==> config.mk <==
export PLATFORM = sky130hd
export DESIGN_NAME = mux8_rr_scheduler
export DESIGN_NICKNAME = d
export VERILOG_FILES = /design/src/rtl/mux8_rr_scheduler.sv
export SDC_FILE = /design/constraint.sdc
export NUM_CORES = 1
export LEC_CHECK = 0
export CORE_ASPECT_RATIO = 0.6
export CORE_UTILIZATION = 55
export DETAILED_ROUTE_END_ITERATION = 7
export GPL_TIMING_DRIVEN = 0
export PLACE_DENSITY_LB_ADDON = 0.1
export RECOVER_POWER = 100
export SLEW_MARGIN = 20
export SYNTH_ARGS = -nofsm -noshare
export SYNTH_HDL_FRONTEND = slang
export SYNTH_SLANG_ARGS = --single-unit
==> constraint.sdc <==
create_clock -name clk -period 5.4 [get_ports clk]
set_input_delay 0.54 -clock clk [delete_from_list [all_inputs] [get_ports clk]]
set_output_delay 0.54 -clock clk [all_outputs]
set_load 0.1 [all_outputs]
==> src/rtl/mux8_rr_scheduler.sv <==
// mux8_rr_scheduler: round-robin arbiter that owns the shared 3-bit mux/demux
// select. It grants one requester at a time for a burst of at most BURST
// cycles, with a one-cycle GAP between bursts so the select never moves under
// an active grant.
module mux8_rr_scheduler #(
  parameter int unsigned BURST = 8
) (
  input  logic       clk,
  input  logic       rst,
  input  logic [0:7] req,
  input  logic       en,
  output logic [2:0] s,
  output logic [0:7] gnt,
  output logic       busy,
  output logic       done
);

  localparam int unsigned CNT_W    = 4;
  localparam int unsigned SEL_W    = 3;
  localparam int unsigned N_REQ    = 8;
  localparam logic [CNT_W-1:0] CNT_LOAD = CNT_W'(BURST - 1);

  typedef enum logic [1:0] {
    IDLE  = 2'd0,
    GRANT = 2'd1,
    GAP   = 2'd2
  } state_e;

  state_e            state_q, state_d;
  logic [SEL_W-1:0]  s_q, s_d;
  logic [0:7]        gnt_q, gnt_d;
  logic              busy_q, busy_d;
  logic              done_q, done_d;
  logic [SEL_W-1:0]  ptr_q, ptr_d;
  logic [CNT_W-1:0]  cnt_q, cnt_d;

  logic              win_found;
  logic [SEL_W-1:0]  win_idx;
  logic [SEL_W-1:0]  cand;

  // Round-robin search starting just after the last winner; last winner is checked last.
  always_comb begin
    win_found = 1'b0;
    win_idx   = '0;
    cand      = '0;
    for (int unsigned k = 1; k <= N_REQ; k++) begin
      cand = SEL_W'(ptr_q + SEL_W'(k));
      if (!win_found && req[cand]) begin
        win_found = 1'b1;
        win_idx   = cand;
      end
    end
  end

  // Next-state and next-output logic; outputs are computed for the state being entered.
  always_comb begin
    state_d = state_q;
    s_d     = s_q;
    gnt_d   = gnt_q;
    busy_d  = busy_q;
    done_d  = 1'b0;
    ptr_d   = ptr_q;
    cnt_d   = cnt_q;
    unique case (state_q)
      IDLE: begin
        gnt_d  = '0;
        busy_d = 1'b0;
        if (en && win_found) begin
          state_d        = GRANT;
          s_d            = win_idx;
          gnt_d          = '0;
          gnt_d[win_idx] = 1'b1;
          cnt_d          = CNT_LOAD;
          busy_d         = 1'b1;
        end
      end
      GRANT: begin
        // A request drop and counter expiry on the same edge collapse into one release.
        if (!req[s_q] || (cnt_q == '0)) begin
          state_d = GAP;
          gnt_d   = '0;
          done_d  = 1'b1;
          ptr_d   = s_q;
        end else begin
          cnt_d = CNT_W'(cnt_q - CNT_W'(1));
        end
      end
      GAP: begin
        state_d = IDLE;
        gnt_d   = '0;
        busy_d  = 1'b0;
      end
      default: begin
        state_d = IDLE;
        gnt_d   = '0;
        busy_d  = 1'b0;
      end
    endcase
  end

  // State and output registers with synchronous reset.
  always_ff @(posedge clk) begin
    if (rst) begin
      state_q <= IDLE;
      s_q     <= '0;
      gnt_q   <= '0;
      busy_q  <= 1'b0;
      done_q  <= 1'b0;
      ptr_q   <= SEL_W'(7);
      cnt_q   <= '0;
    end else begin
      state_q <= state_d;
      s_q     <= s_d;
      gnt_q   <= gnt_d;
      busy_q  <= busy_d;
      done_q  <= done_d;
      ptr_q   <= ptr_d;
      cnt_q   <= cnt_d;
    end
  end

  assign s    = s_q;
  assign gnt  = gnt_q;
  assign busy = busy_q;
  assign done = done_q;

endmodule

==> impl_results.md <==
* Status: completed
* # rows at 15
* Cts hold-fix bufs at 0
* Worst-skew pair later-pin latency at roughly 0.26 ns
* Worst EP arrival at between 4 and 5 ns
* Syn nets at between 200 and 250
* Hold Startpoint: gnt[7]
* Initial Utilization at 0.610
* Clock Skew at around 0.0043 ns
* Power Total at approximately 830 uW
* Min Clock Period, post-route at approximately 4.2 ns
* CP Class: reg -> reg
* Worst hold path cell count at 1
* Metal3 WL at between 500 and 600 um
* Final setup viols at 0
* Async SR Flop Fraction at 0
* Sequential area share after synthesis at 0.239
* I/O pins at 24
* Max Cap Viol at 0
* CTS tree: yes
* Post-Syn Instances at between 150 and 200
* Fin nets at 234
* Most common cell in the netlist: dfxtp_1
* Root Driver: clkbuf_8
* Pin count of the biggest net entering global routing at 12
* P_leak at 0.940 nW
* Crit path max fanout at 10
* Routed Antenna Nets at 0
* FF-to-FF Start: ptr_q[0]
* Horiz. Die Dim at ~77 um
* Final core occ at 0.713
* Peak VDD IR at approximately 240 uV
* HP Class: reg -> reg
* Commonest cells in the netlist: dfxtp_1, mux2i_1, nand2_1
* CP Capture Type: register
* Worst setup margin at ~1.2 ns
* Top routing layer used: met4
* Vias in the first global route at ~1600
* Crit-path cells: buf_6, buf_2, inv_1, ha_1, buf_2, mux4_2, mux2i_1, inv_1, o311ai_0, clkbuf_1, mux2i_1, nor2_1
* Post-Place Setup Slack at approximately 1.8 ns
* Fillers at 230
* First-pass GRT wire length at about 8.0 mm
* Antenna violations before repair at 0
* H-tree levels at 1
* Detailed-route wire length per cell at 19.4 um
* Met1 WL at between 2 and 2.5 mm
* Final hold vios at 0
* Required time worst endpoint at about 5.5 ns
* Yosys cell types at slightly above 50
* Reg2Reg Depth at 12
* Post-synth top flop: dfxtp_1
* DRT iter0 DRCs at between 150 and 200
* Mapped Area at approximately 1800 um2
* Post-synth EDFFs at 0
* Synth area leaders: dfxtp_1, mux4_2, mux2i_1
* Dpl hpwl at about 3.8 mm
* FF-to-FF End: s[0]
* Unrepaired setup endpoints after global routing: false
* Reg2Reg Setup Slack at between 1 and 1.5 ns
* Setup TNS at 0 ns
* Setup crit start kind: register
* Vias at 1723
* Upper clock frequency limit at 239 MHz
* Synth Register Bits at 22
* Gr usage total at 0.295
* Sink Count at 22
* Worst path slowest cell: o311ai_0
* Die height at around 47 um
* Core footprint at between 3000 and 4000 um2
* Overflow after GRT at 0
* Worst path max stage delay at roughly 0.71 ns
* Residual DRC count at 0
* Via density at 6.65
* Tcrit/Tclk final at 0.774
* Warnings, synthesis at 0
* Setup Buffers After CTS at 0
* Worst-Margin Slew at slightly below 1 ns
* Min-Delay Endpoint: gnt[7]
* Port Buf Inserts at 23
* Fraction of layout cells with a size suffix above 1 at 0.161
* P per Cell Area at ~380 nW/um2
* Post-synth top area cell: dfxtp_1
* Max clock buf depth at 2
* Slew headroom at 0.342
* GP Congestion at slightly above 0.9
* Initial DRT Pass Iterations at 5
* Met2 WL post-DR at 2.20 mm
* Antenna Diode Count at 0
* Share of the synthesized area in the top cell type at 0.239
* Synth-to-layout area growth at 16.8%
* Post-cts resize count at 0
* Total CTS buffers at 3
* Drt total wl at between 5 and 6 mm
* DIE AREA at around 3600 um2
* Synth Area per Inst at just under 10 um2
* Final Max Slew Viols at 0
* Worst-path clk slew at ~0.080 ns
worst max-delay path: cells and delay by family, from the launching register on:
kind                     cells  cell delay (ns)
buffers and inverters        6             1.44
multiplexers                 3             1.12
AO/OA/AOI/OAI                1             0.71
flip-flops                   1             0.37
adder cells (fa/ha/maj)      1             0.33
AND/OR/NAND/NOR              1             0.06
registers in the layout, indices dropped and copies added (netlist names):
register and cells:
ptr_q 3, state_q 2, busy 1, done 1
s 3, cnt_q 4, gnt 8
cell families after synthesis:
family / count (synthesis) / share of synthesized area
AND/OR/NAND/NOR: 58 / 0.164
AO/OA/AOI/OAI: 44 / 0.204
multiplexers: 32 / 0.270
buffers and inverters: 25 / 0.0631
flip-flops: 22 / 0.239
XOR/XNOR: 6 / 0.0326
adder cells (fa/ha/maj): 4 / 0.0272
routing by layer:
layer,global-route usage,up-vias
met5,0,-
met4,0.0769,0
met3,0.0524,9
met2,0.479,114
met1,0.419,812
li1,-,788
cells in the final DEF, fill, tap and decap left out, types with 2 or more instances in the layout:
master and count:
clkbuf_8 3, a21oi_1 8, mux2_2 2, and3_1 2, nor3b_1 3, nand3_1 5
nand2_1 16, a221o_1 2, nor2_1 14, inv_1 14, dfxtp_1 22, mux2i_1 16
nand2b_1 3, or2_1 2, buf_6 2, clkdlybuf4s50_1 9, o21ai_0 5, ha_1 4
o22a_1 2, dlygate4sd3_1 14, a32o_1 8, clkbuf_1 2, inv_2 2, or3_1 2
xor2_1 2, nand4_1 4, buf_2 5, xnor2_1 3, a21boi_0 3, o211ai_1 2
mux4_2 13
where the power goes:
group / internal [mW] / total [mW] / leakage, nW / switching [mW]
sequential: 0.183 / 0.201 / 0.180 / 0.0184
combinational: 0.195 / 0.524 / 0.738 / 0.330
clock: 0.0497 / 0.101 / 0.0216 / 0.0512
total: 0.427 / 0.827 / 0.940 / 0.400
per-stage QoR:
step / hold WS [ns] / instance area (um2) / instances
global route: 0.479 / 2150 / 259
CTS: 0.472 / 2170 / 259
global placement: 0.449 / 2130 / 256
floorplan: 0.499 / 1840 / 191
detailed placement: 0.455 / 2130 / 256
finish: 0.463 / 2150 / 259
worst max-delay path by stage:
| stage | slack, ns | startpoint | depth (start not counted) | to |
|---|---|---|---|---|
| 6_report | 1.22 | ptr_q[0] | 12 | s[0] |
| 2_1_floorplan | 2.27 | ptr_q[0] | 12 | gnt[2] |
| 5_1_grt | 0.99 | ptr_q[0] | 12 | s[0] |
| 3_3_place_gp | 1.87 | ptr_q[0] | 12 | gnt[2] |
| 4_1_cts | 1.71 | ptr_q[0] | 12 | s[0] |
| 3_5_place_dp | 1.78 | ptr_q[0] | 12 | s[0] |
layout make-up:
| class | count | area [um2] | share of cell area |
|---|---|---|---|
| clock buffers | 3 | 41.3 | 0.0192 |
| plain buffers | 9 | 55.1 | 0.0256 |
| flip-flops and latches | 22 | 440 | 0.205 |
| multi-input cells | 144 | 1270 | 0.592 |
| repair buffers | 23 | 230 | 0.107 |
| well taps | 42 | 52.6 | 0.0244 |
| inverters | 16 | 60.1 | 0.0279 |
No activity file was read; power rests on OpenSTA's default activity.
